**config.mk**
```make
export PLATFORM = sky130hd
export DESIGN_NAME = csa_stream_accumulator
export DESIGN_NICKNAME = d
export VERILOG_FILES = /design/src/rtl/csa_stream_accumulator.sv
export SDC_FILE = /design/constraint.sdc
export NUM_CORES = 1
export LEC_CHECK = 0
export BUFFER_PORTS_ARGS = -buffer_cell sky130_fd_sc_hd__buf_2
export CAP_MARGIN = 20
export CORE_ASPECT_RATIO = 0.9
export CORE_MARGIN = 10
export CORE_UTILIZATION = 60
export CTS_CLUSTER_DIAMETER = 200
export DETAILED_ROUTE_END_ITERATION = 7
export PLACE_DENSITY_LB_ADDON = 0.3
export SLEW_MARGIN = 10
export SYNTH_ARGS = -nofsm -noshare
export SYNTH_HDL_FRONTEND = slang
export SYNTH_SLANG_ARGS = --single-unit
```
**constraint.sdc**
```tcl
create_clock -name clk -period 5.35 [get_ports clk]
set_input_delay 0.535 -clock clk [delete_from_list [all_inputs] [get_ports clk]]
set_output_delay 0.535 -clock clk [all_outputs]
set_load 0.1 [all_outputs]
```
**src/rtl/csa_stream_accumulator.sv**
```systemverilog
// csa_stream_accumulator
// Streaming multi-operand accumulator. The running sum is kept in carry-save
// form (S, C) so each beat only costs NUM_OPS levels of 3:2 compression. At
// packet end a chunked carry-propagate adder resolves S + C to binary, CHUNK
// bits per cycle, and the result is offered on a valid/ready output port.
module csa_stream_accumulator #(
  parameter int DATA_SIZE = 32,
  parameter int NUM_OPS   = 3,
  parameter int CHUNK     = 16,
  parameter int BEAT_W    = 8
) (
  input  logic                        clk,
  input  logic                        rst_n,
  input  logic                        in_valid,
  output logic                        in_ready,
  input  logic                        in_last,
  input  logic [NUM_OPS*2*DATA_SIZE-1:0] in_data,
  output logic                        out_valid,
  input  logic                        out_ready,
  output logic [2*DATA_SIZE-1:0]      out_data,
  output logic [BEAT_W-1:0]           out_beats
);

  localparam int W   = 2 * DATA_SIZE;
  localparam int NCH = W / CHUNK;
  localparam int CW  = (NCH > 1) ? $clog2(NCH) : 1;
  localparam logic [CW-1:0] LAST_CHUNK = CW'(NCH - 1);

  typedef enum logic [1:0] {ACC, RES, OUT} state_t;

  state_t            state;
  logic [W-1:0]      s_q;
  logic [W-1:0]      c_q;
  logic [BEAT_W-1:0] beat_cnt;
  logic [CW-1:0]     chunk_idx;
  logic              carry_q;

  logic [W-1:0]      s_nxt;
  logic [W-1:0]      c_nxt;
  logic [W-1:0]      op_w;
  logic [W-1:0]      maj_w;
  logic [CHUNK:0]    chunk_sum;
  logic              in_fire;
  logic              out_fire;

  assign in_fire   = in_valid & in_ready;
  assign out_fire  = out_valid & out_ready;
  assign out_beats = beat_cnt;

  // Fold the beat's operands into the carry-save pair through a 3:2 chain.
  always_comb begin
    // NOTE: every variable written here gets a value before any branch or
    // loop reads it, so no path leaves it unassigned and no latch is inferred.
    s_nxt = s_q;
    c_nxt = c_q;
    op_w  = '0;
    maj_w = '0;
    for (int j = 0; j < NUM_OPS; j++) begin
      op_w  = in_data[j*W +: W];
      maj_w = (s_nxt & c_nxt) | (s_nxt & op_w) | (c_nxt & op_w);
      s_nxt = s_nxt ^ c_nxt ^ op_w;
      // Carry moves up one weight; the carry out of the MSB is dropped (mod 2^W).
      c_nxt = {maj_w[W-2:0], 1'b0};
    end
  end

  // One CHUNK-bit slice of the final carry-propagate addition.
  always_comb begin
    chunk_sum = {1'b0, s_q[chunk_idx*CHUNK +: CHUNK]}
              + {1'b0, c_q[chunk_idx*CHUNK +: CHUNK]}
              + {{CHUNK{1'b0}}, carry_q};
  end

  // Control FSM with registered handshake outputs and the datapath registers.
  always_ff @(posedge clk or negedge rst_n) begin
    if (!rst_n) begin
      state     <= ACC;
      s_q       <= '0;
      c_q       <= '0;
      beat_cnt  <= '0;
      chunk_idx <= '0;
      carry_q   <= 1'b0;
      out_data  <= '0;
      out_valid <= 1'b0;
      in_ready  <= 1'b1;
    end else begin
      // NOTE: non-blocking assignments so every register samples pre-edge
      // values regardless of statement order within this block.
      case (state)
        ACC: begin
          if (in_fire) begin
            s_q <= s_nxt;
            c_q <= c_nxt;
            if (beat_cnt != '1) begin
              beat_cnt <= beat_cnt + 1'b1;
            end
            if (in_last) begin
              state     <= RES;
              chunk_idx <= '0;
              carry_q   <= 1'b0;
              in_ready  <= 1'b0;
            end
          end
        end

        RES: begin
          out_data[chunk_idx*CHUNK +: CHUNK] <= chunk_sum[CHUNK-1:0];
          carry_q <= chunk_sum[CHUNK];
          if (chunk_idx == LAST_CHUNK) begin
            // Final carry-out is discarded: the result is modulo 2^W.
            chunk_idx <= '0;
            state     <= OUT;
            out_valid <= 1'b1;
          end else begin
            chunk_idx <= chunk_idx + 1'b1;
          end
        end

        OUT: begin
          if (out_fire) begin
            s_q       <= '0;
            c_q       <= '0;
            beat_cnt  <= '0;
            state     <= ACC;
            out_valid <= 1'b0;
            in_ready  <= 1'b1;
          end
        end

        default: begin
          state     <= ACC;
          out_valid <= 1'b0;
          in_ready  <= 1'b1;
        end
      endcase
    end
  end

endmodule

```
==> flow_metrics.env, run 1 <==
export IMPL_outcome="completed"
export IMPL_reg2reg_from="chunk_idx[0]"
export IMPL_synth_xor_area_share_pct=1.40
export IMPL_rsz0062_at_grt="no"
export IMPL_drive_above_1_share_pct=30.1
export IMPL_cts_resized=0
export IMPL_dr_pass1_iters=5
export IMPL_routedWlPerCell_um=25.5
export IMPL_yosysWarnings=0
export IMPL_place_hpwl_um=29200
export IMPL_synth_top_family_by_area="adder cells"
export IMPL_die_h_um=160
export IMPL_drc_errors=0
export IMPL_synth_flop_cell="dfrtp_1"
export IMPL_p_per_area_nw_per_um2=750
export IMPL_cts_max_path_buffers=3
export IMPL_port_buffers=270
export IMPL_place_inst=1441
export IMPL_synth_top_area_cell="dfrtp_1"
export IMPL_cts_max_level=1
export IMPL_antenna_found_initial=5
export IMPL_antenna_left=0
export IMPL_path_cells="buf_4 > mux4_2 > ha_1 > a21o_1 > a2111oi_0 > o21ai_1 > nand2_1 > xnor2_1 > a22o_1"
export IMPL_end_kind="flip-flop"
export IMPL_setup_viol_count_final=0
export IMPL_synthSimpleGateAreaFrac_pct=4.71
export IMPL_fp_dieW_um=176
export IMPL_worstPathArrival_ps=4230
export IMPL_fmax_mhz=260
export IMPL_synth_seq_cells=206
export IMPL_synth_edf_count=0
export IMPL_synth_avg_cell_area_um2=14.2
export IMPL_grt_ovfl_total=0
export IMPL_area_growth_pct=18.3
export IMPL_postLayoutCellArea_um2=15500
export IMPL_power_total_uw=11600
export IMPL_r2r_slack_ps=1510
export IMPL_synth_area_um2=13100
export IMPL_maxSlewViolCount=0
export IMPL_crit_slowest_cell="dfrtp_2"
export IMPL_relSlewSlack_pct=33.5
export IMPL_synth_top_area_share_pct=39.1
export IMPL_p_leak_uw=0.00754
export IMPL_r2r_end="out_data[60]"
export IMPL_synth_seq_area_share_pct=39.3
export IMPL_wirelength_um=37900
export IMPL_grt_pass1_wl_um=59700
export IMPL_critPathLaunch="chunk_idx[0]"
export IMPL_grt_use_met2_pct=41.1
export IMPL_drv_cap=0
export IMPL_synth_area_leaders="dfrtp_1, fa_1, a22o_1, mux4_2, ha_1"
export IMPL_fin_setup_tns_ps=0
export IMPL_crit_end="out_data[60]"
export IMPL_grt_max_degree=129
export IMPL_postCtsSetupRepairBufs=0
export IMPL_ios=271
export IMPL_hold_ws_ps=36.4
export IMPL_globalRouteMet1Util_pct=37.8
export IMPL_critPathMaxFanout=20
export IMPL_yosys_top_cells_count="dfrtp_1, fa_1, a22o_1"
export IMPL_final_nets=1587
export IMPL_cp_required_ps=5730
export IMPL_gp_congestion=0.958
export IMPL_vias=9456
export IMPL_syn_nets=1334
export IMPL_netlist_instances=924
export IMPL_critPathKind="flip-flop to flip-flop"
export IMPL_use_met3_pct=8.13
export IMPL_finalHoldViolCount=0
export IMPL_layout_cells_non_filler=1484
export IMPL_hold_path_class="input port to async pin"
export IMPL_tightest_slew_ps=997
export IMPL_ys_async_sr_fraction_pct=100
export IMPL_post_synth_num_cell_types=53
export IMPL_grt_usage_pct=27.1
export IMPL_synth_compound_area_share_pct=15.6
export IMPL_dr_first_iter_drc_count=776
export IMPL_cts_hold_fix_buffers=0
export IMPL_clk_pin_slew_ps=60
export IMPL_start_util_pct=60.8
export IMPL_muxShareOfSynthArea_pct=5.55
export IMPL_numCtsBuffers=23
export IMPL_crit_path_max_incr_delay_ps=710
export IMPL_period_share_pct=71.8
export IMPL_layout_min_cycle_time_ps=3840
export IMPL_finClkSkew_ps=14.2
export IMPL_grt_pass1_vias=10400
export IMPL_coreArea_um2=21600
export IMPL_rr_worst_depth=9
export IMPL_yosysMostFrequentCell="dfrtp_1"
export IMPL_die_area_um2=28200
export IMPL_cts_tree="done"
export IMPL_place_area_um2=14700
export IMPL_synthAdderAreaFrac_pct=31.1
export IMPL_cts_sinks=206
export IMPL_worstSkewPairLatency_ps=510
export IMPL_via_per_inst=6.37
export IMPL_top_usage_layer="met2"
export IMPL_rows=51
export IMPL_ir_worst_vdd_v=0.000635
export IMPL_start_kind="flip-flop"
export IMPL_cts_root_buf="clkbuf_16"
## worst min-delay path by stage
stage	cells after the start	end	slack (ps)	startpoint
floorplan	0	c_q[10]	240	rst_n
global placement	2	out_data[50]	460	out_data[50]
detailed placement	2	out_data[15]	470	out_data[15]
CTS	1	out_data[16]	260	rst_n
global route	1	out_data[17]	60	rst_n
finish	1	out_data[33]	40	rst_n
## kinds of logic after synthesis
| group | Yosys count |
|---|---|
| AND/OR/NAND/NOR | 123 |
| buffers and inverters | 75 |
| flip-flops | 206 |
| adder cells (fa/ha/maj) | 213 |
| XOR/XNOR | 21 |
| AO/OA/AOI/OAI | 252 |
| multiplexers | 34 |
## metrics by stage
step,worst slack (ps),utilization [%]
global placement,1660,68.1
global route,1210,71.9
floorplan,2180,-
CTS,1530,71.7
detailed placement,1540,68.2
finish,1510,71.9
## where the power goes
part	internal (uW)	total, uW	switching (uW)
Clock	994	1640	645
Sequential	2140	2890	747
Combinational	2720	7100	4390
Total	5850	11600	5780
## sequential cells by signal (all words and copies together), names as in the netlist
| register | cells |
|---|---|
| c_q | 63 |
| carry_q | 1 |
| chunk_idx | 2 |
| in_ready | 1 |
| out_beats | 8 |
| out_data | 64 |
| out_valid | 1 |
| s_q | 64 |
| state | 2 |
## worst max-delay path, delay by kind of cell, from the launching register on
kind                     cells  cell delay (ps)
AND/OR/NAND/NOR              1              310
AO/OA/AOI/OAI                4             1070
buffers and inverters        1              450
XOR/XNOR                     1              200
adder cells (fa/ha/maj)      1              410
multiplexers                 1              570
flip-flops                   1              710
## placed cells by master, fill, tap and decap left out, types with 4 or more instances in the layout
master | netlist | layout
buf_2 | 9 | 269
dfrtp_1 | 205 | 204
fa_1 | 188 | 188
a22o_1 | 171 | 171
nand2_1 | 42 | 42
mux4_2 | 31 | 31
o21ai_0 | 26 | 26
ha_1 | 25 | 25
clkbuf_16 | 0 | 23
inv_1 | 21 | 21
a21oi_1 | 18 | 18
nor2_1 | 18 | 18
nand3_1 | 13 | 13
xnor2_1 | 13 | 13
and3_1 | 10 | 10
nand4_1 | 10 | 10
buf_4 | 2 | 10
xor2_1 | 8 | 8
a21o_1 | 8 | 7
or3_1 | 6 | 6
nor3_1 | 7 | 5
o211ai_1 | 5 | 5
or4_1 | 4 | 4
bufinv_16 | 0 | 4
clkinv_2 | 0 | 4
## per-layer routing
metal | vias to the layer above | share of wire [%]
li1 | 3909 | -
met1 | 4883 | 40
met3 | 76 | 11
met4 | 6 | 2.1
met5 | - | 0.10
met2 | 582 | 47
## cell type report
type | instances | area (um^2)
timing repair buffer | 282 | 1470
tap | 291 | 364
fill | 1487 | 6050
clock buffer | 27 | 601
antenna | 2 | 5.00
inverter | 21 | 78.8
sequential | 206 | 5160
multi-input combinational | 643 | 7660
clock inverter | 12 | 171
Power figures use the tool's default switching activity.
==> run 2, diff against run 1 <==
--- a/config.mk
+++ b/config.mk
@@ -9,7 +9,7 @@
 export CAP_MARGIN = 20
 export CORE_ASPECT_RATIO = 0.9
 export CORE_MARGIN = 10
-export CORE_UTILIZATION = 60
+export CORE_UTILIZATION = 51
 export CTS_CLUSTER_DIAMETER = 200
 export DETAILED_ROUTE_END_ITERATION = 7
 export PLACE_DENSITY_LB_ADDON = 0.3
==> constraint.sdc (replaced) <==
create_clock -name clk -period 3.5 [get_ports clk]
set_input_delay 0.35 -clock clk [delete_from_list [all_inputs] [get_ports clk]]
set_output_delay 0.35 -clock clk [all_outputs]
set_load 0.1 [all_outputs]
==> flow_metrics.env, run 2 (same netlist as run 1, synthesis figures left out) <==
export IMPL_area_growth_pct=19.2
export IMPL_cts_sinks=206
export IMPL_vias=9261
export IMPL_hold_path_class="input port to flip-flop"
export IMPL_rsz0062_at_grt="no"
export IMPL_maxSlewViolCount=0
export IMPL_fp_dieW_um=189
export IMPL_fin_setup_tns_ps=0
export IMPL_period_share_pct=96.4
export IMPL_ios=271
export IMPL_end_kind="flip-flop"
export IMPL_p_per_area_nw_per_um2=1130
export IMPL_routedWlPerCell_um=25.1
export IMPL_finalHoldViolCount=0
export IMPL_critPathMaxFanout=21
export IMPL_numCtsBuffers=23
export IMPL_final_nets=1593
export IMPL_die_h_um=172
export IMPL_coreArea_um2=25300
export IMPL_pre_cts_slack_ps=127
export IMPL_wl_met3_um=3840
export IMPL_layout_min_cycle_time_ps=3370
export IMPL_drive_above_1_share_pct=30.7
export IMPL_ir_worst_vdd_v=0.000415
export IMPL_grt_usage_pct=23.9
export IMPL_start_kind="flip-flop"
export IMPL_place_area_um2=14900
export IMPL_routed_top_layer="met5"
export IMPL_final_core_util_pct=61.9
export IMPL_cts_max_level=1
export IMPL_crit_slowest_cell="mux4_2"
export IMPL_dr_pass1_iters=5
export IMPL_relSlewSlack_pct=31.6
export IMPL_cp_required_ps=3890
export IMPL_path_cells="buf_12 > mux4_2 > ha_1 > a21o_1 > a2111oi_0 > o21ai_1 > nand2_2 > xnor2_1 > a22o_1"
export IMPL_reg_top3="out_data: 64 flops, s_q: 64 flops, c_q: 63 flops"
export IMPL_antenna_found_initial=5
export IMPL_crit_family="compound AO/OA/AOI/OAI gates"
export IMPL_rr_worst_depth=9
export IMPL_cts_root_buf="clkbuf_16"
export IMPL_drv_cap=0
export IMPL_port_buffers=270
export IMPL_setup_ws_ps=126
export IMPL_seqCellArea_um2=5160
export IMPL_p_leak_uw=0.00756
export IMPL_outcome="completed"
export IMPL_grt_ovfl_total=0
export IMPL_finClkSkew_ps=7.17
export IMPL_fillers=1946
export IMPL_crit_path_max_incr_delay_ps=550
export IMPL_multi_input_comb_area_um2=7680
export IMPL_postLayoutCellArea_um2=15600
export IMPL_min_delay_worst_endpoint="state[0]"
export IMPL_reg2reg_from="chunk_idx[0]"
export IMPL_tightest_slew_ps=1020
export IMPL_place_inst=1499
export IMPL_place_hpwl_um=30400
export IMPL_layout_commonest_cell="buf_2"
export IMPL_grt_max_degree=125
export IMPL_clk_pin_slew_ps=60
export IMPL_via_per_inst=6.01
export IMPL_worstSkewPairLatency_ps=510
export IMPL_cts_max_path_buffers=3
export IMPL_min_path_cells=3
export IMPL_grt_pass1_vias=10200
export IMPL_dr_first_iter_drc_count=893
export IMPL_setup_viol_count_final=0
export IMPL_critPathKind="flip-flop to flip-flop"
export IMPL_met2WireLength_um=17700
export IMPL_r2r_end="out_data[28]"
export IMPL_crit_buf_inv=1
export IMPL_fmax_mhz=296
export IMPL_die_area_um2=32500
export IMPL_worstPathArrival_ps=3770
export IMPL_grt_pass1_wl_um=60000
export IMPL_start_util_pct=51.9
export IMPL_cts_tree="done"
export IMPL_most_common_layout_cells="buf_2, dfrtp_1, fa_1, a22o_1, nand2_1"
export IMPL_wirelength_um=38600
export IMPL_hp_start="in_last"
export IMPL_r2r_slack_ps=130
export IMPL_antenna_left=0
export IMPL_gp_congestion=0.910
export IMPL_rows=55
export IMPL_layout_cells_non_filler=1542
export IMPL_wl_met1_um=16200
export IMPL_drc_errors=0
## run 2: cell count changes in the layout (fill, tap and decap cells not counted), moves of 2 or more
cell       change
buf_12         +4
clkbuf_8       +4
buf_4          +3
bufinv_16      -3
clkbuf_1       +2
ha_1           -2
ha_2           +2
## run 2: per-layer routing
layer / global-route usage, % / vias up
li1: - / 3926
met1: 33.0 / 4849
met2: 36.2 / 427
met3: 8.12 / 53
met4: 5.10 / 6
met5: 0 / -
## run 2: worst max-delay path by stage
stage,slack [ps],cells after the start,startpoint,to
6_report,130,9,chunk_idx[0],out_data[28]
4_1_cts,90,9,chunk_idx[0],out_data[44]
3_3_place_gp,250,9,chunk_idx[0],out_data[29]
3_5_place_dp,130,9,chunk_idx[0],out_data[13]
2_1_floorplan,330,13,chunk_idx[0],out_data[24]
5_1_grt,30,8,chunk_idx[0],out_data[47]
## run 2: power by group
part | internal, uW | switching, uW
clock network | 1390 | 980
logic | 4230 | 6740
registers | 3270 | 1110
## run 2: cell type report
cell class,instances,share of cell area (%)
diodes,2,0.0320
inverters,21,0.504
clock inverters,7,0.440
flip-flops and latches,206,33.0
clock buffers,33,4.24
repair buffers,288,9.90
well taps,342,2.74
multi-input cells,643,49.2
## run 2: worst register-to-register path, stage by stage, from the launching register on
cell       delay (ps)
dfrtp_2           490
buf_12            240
mux4_2            570
ha_1              430
a21o_1            230
a2111oi_0         500
o21ai_1           210
nand2_2           220
xnor2_1           150
a22o_1            220
## run 2: through the flow
| stage | hold WS (ps) | power, uW |
|---|---|---|
| 2_1_floorplan | 54.4 | 12600 |
| 3_3_place_gp | 461 | 14900 |
| 3_5_place_dp | 466 | 15300 |
| 4_1_cts | 76.8 | 17800 |
| 5_1_grt | 94.0 | 19200 |
| 6_report | 89.6 | 17700 |
## run 2: what timing repair did
| action | CTS | global route |
|---|---|---|
| endpoints found under the setup margin | 0 | 15 |
| setup buffers | 0 | 0 |
| hold buffers | 1 | 0 |
| hold endpoints to repair | 90 | 0 |
| gates resized for setup | 0 | 5 |
==> run 3, diff against run 2 <==
--- a/config.mk
+++ b/config.mk
@@ -12,6 +12,7 @@
 export CORE_UTILIZATION = 51
 export CTS_CLUSTER_DIAMETER = 200
 export DETAILED_ROUTE_END_ITERATION = 7
+export MAX_ROUTING_LAYER = met4
 export PLACE_DENSITY_LB_ADDON = 0.3
 export SLEW_MARGIN = 10
 export SYNTH_ARGS = -nofsm -noshare
==> flow_metrics.env, run 3 (same netlist as run 1, synthesis figures left out) <==
export IMPL_worstSkewPairLatency_ps=510
export IMPL_tightest_slew_ps=1030
export IMPL_seqCellArea_um2=5160
export IMPL_ios=271
export IMPL_crit_slowest_cell="mux4_2"
export IMPL_min_path_cells=3
export IMPL_die_area_um2=32500
export IMPL_crit_path_max_incr_delay_ps=550
export IMPL_grt_max_degree=125
export IMPL_drc_errors=0
export IMPL_antenna_left=0
export IMPL_place_inst=1499
export IMPL_wirelength_um=38600
export IMPL_dr_first_iter_drc_count=889
export IMPL_rows=55
export IMPL_final_core_util_pct=61.9
export IMPL_grt_usage_pct=24.6
export IMPL_critPathMaxFanout=21
export IMPL_cts_root_buf="clkbuf_16"
export IMPL_fin_setup_tns_ps=0
export IMPL_drv_cap=0
export IMPL_rr_worst_depth=9
export IMPL_fillers=1946
export IMPL_min_delay_worst_endpoint="state[0]"
export IMPL_end_kind="flip-flop"
export IMPL_finClkSkew_ps=7.52
export IMPL_numCtsBuffers=23
export IMPL_grt_pass1_vias=10200
export IMPL_place_hpwl_um=30400
export IMPL_hp_start="in_last"
export IMPL_most_common_layout_cells="buf_2, dfrtp_1, fa_1, a22o_1, nand2_1"
export IMPL_port_buffers=270
export IMPL_relSlewSlack_pct=30.7
export IMPL_fp_dieW_um=189
export IMPL_start_kind="flip-flop"
export IMPL_ir_worst_vdd_v=0.000412
export IMPL_final_nets=1593
export IMPL_grt_ovfl_total=0
export IMPL_start_util_pct=51.9
export IMPL_reg_top3="out_data: 64 flops, s_q: 64 flops, c_q: 63 flops"
export IMPL_cts_sinks=206
export IMPL_period_share_pct=97.2
export IMPL_path_cells="buf_12 > mux4_2 > ha_1 > a21o_1 > a2111oi_0 > o21ai_1 > nand2_2 > xnor2_1 > a22o_1"
export IMPL_layout_cells_non_filler=1547
export IMPL_gp_congestion=0.926
export IMPL_outcome="completed"
export IMPL_finalHoldViolCount=0
export IMPL_drive_above_1_share_pct=30.6
export IMPL_die_h_um=172
export IMPL_antenna_found_initial=5
export IMPL_via_per_inst=5.97
export IMPL_clk_pin_slew_ps=60
export IMPL_cts_max_level=1
export IMPL_grt_pass1_wl_um=59900
export IMPL_p_leak_uw=0.00757
export IMPL_postCtsSetupRepairBufs=0
export IMPL_cp_required_ps=3890
export IMPL_hold_path_class="input port to flip-flop"
export IMPL_vias=9241
export IMPL_setup_viol_count_final=0
export IMPL_multi_input_comb_area_um2=7680
export IMPL_layout_commonest_cell="buf_2"
export IMPL_r2r_slack_ps=100
export IMPL_critPathKind="flip-flop to flip-flop"
export IMPL_area_growth_pct=19.3
export IMPL_cts_max_path_buffers=3
export IMPL_fmax_mhz=294
export IMPL_routedWlPerCell_um=24.9
export IMPL_layout_min_cycle_time_ps=3400
export IMPL_rsz0062_at_grt="no"
export IMPL_cts_tree="done"
export IMPL_p_per_area_nw_per_um2=1130
export IMPL_r2r_end="out_data[28]"
export IMPL_maxSlewViolCount=0
export IMPL_worstPathArrival_ps=3800
export IMPL_dr_pass1_iters=4
export IMPL_coreArea_um2=25300
export IMPL_reg2reg_from="chunk_idx[0]"
==> run 3: worst max path at each step <==
stage                            start      endpoint  slack [ps]  cells past startpoint
final                     chunk_idx[0]  out_data[28]         100                      9
after global routing      chunk_idx[0]  out_data[47]           3                      8
after CTS                 chunk_idx[0]  out_data[44]          90                      9
after detailed placement  chunk_idx[0]  out_data[13]         130                      9
after global placement    chunk_idx[0]  out_data[29]         250                      9
after floorplan           chunk_idx[0]  out_data[24]         330                     13
==> run 3: through the flow <==
stage / setup WS [ps] / total power, uW / hold WS [ps] / cell area [um^2]
4_1_cts: 93.2 / 17800 / 76.8 / 15600
3_3_place_gp: 250 / 14900 / 461 / 14900
3_5_place_dp: 127 / 15300 / 466 / 14900
2_1_floorplan: 326 / 12600 / 54.4 / 13100
5_1_grt: 2.71 / 19200 / 93.0 / 15600
6_report: 96.5 / 17700 / 92.2 / 15600
==> run 3: what timing repair did <==
item | 4_1_cts | 5_1_grt
hold buffers | 1 | 0
gates resized for setup | 0 | 4
endpoints found under the setup margin | 0 | 15
endpoints found under the hold margin | 90 | 0
==> run 3: critical path: cells and delay by family, from the launching register on <==
kind | cells | cell delay [ps]
simple gates | 1 | 220
xor+xnor | 1 | 150
fa+ha+maj | 1 | 430
mux | 1 | 550
flops | 1 | 490
buf+inv | 1 | 230
compound gates | 4 | 1200
==> run 3: layer usage <==
layer	GRT usage, %	share of wire, %	vias up
met5	-	0	-
met4	5.38	1.9	0
met3	6.77	8.9	43
met2	36.2	46	423
met1	33.8	43	4846
li1	-	-	3929
==> run 3: final cells by class <==
class,instances,share of cell area [%]
Sequential cell,206,33.0
Inverter,21,0.504
Clock inverter,7,0.440
Tap cell,342,2.74
Timing Repair Buffer,288,9.89
Antenna cell,7,0.112
Multi-Input combinational cell,643,49.1
Clock buffer,33,4.24
==> run 3: power by group <==
group / internal (uW) / leakage, uW / switching [uW]
clock: 1390 / 0.000356 / 980
combinational: 4220 / 0.00450 / 6730
sequential: 3270 / 0.00271 / 1100
total: 8880 / 0.00757 / 8810
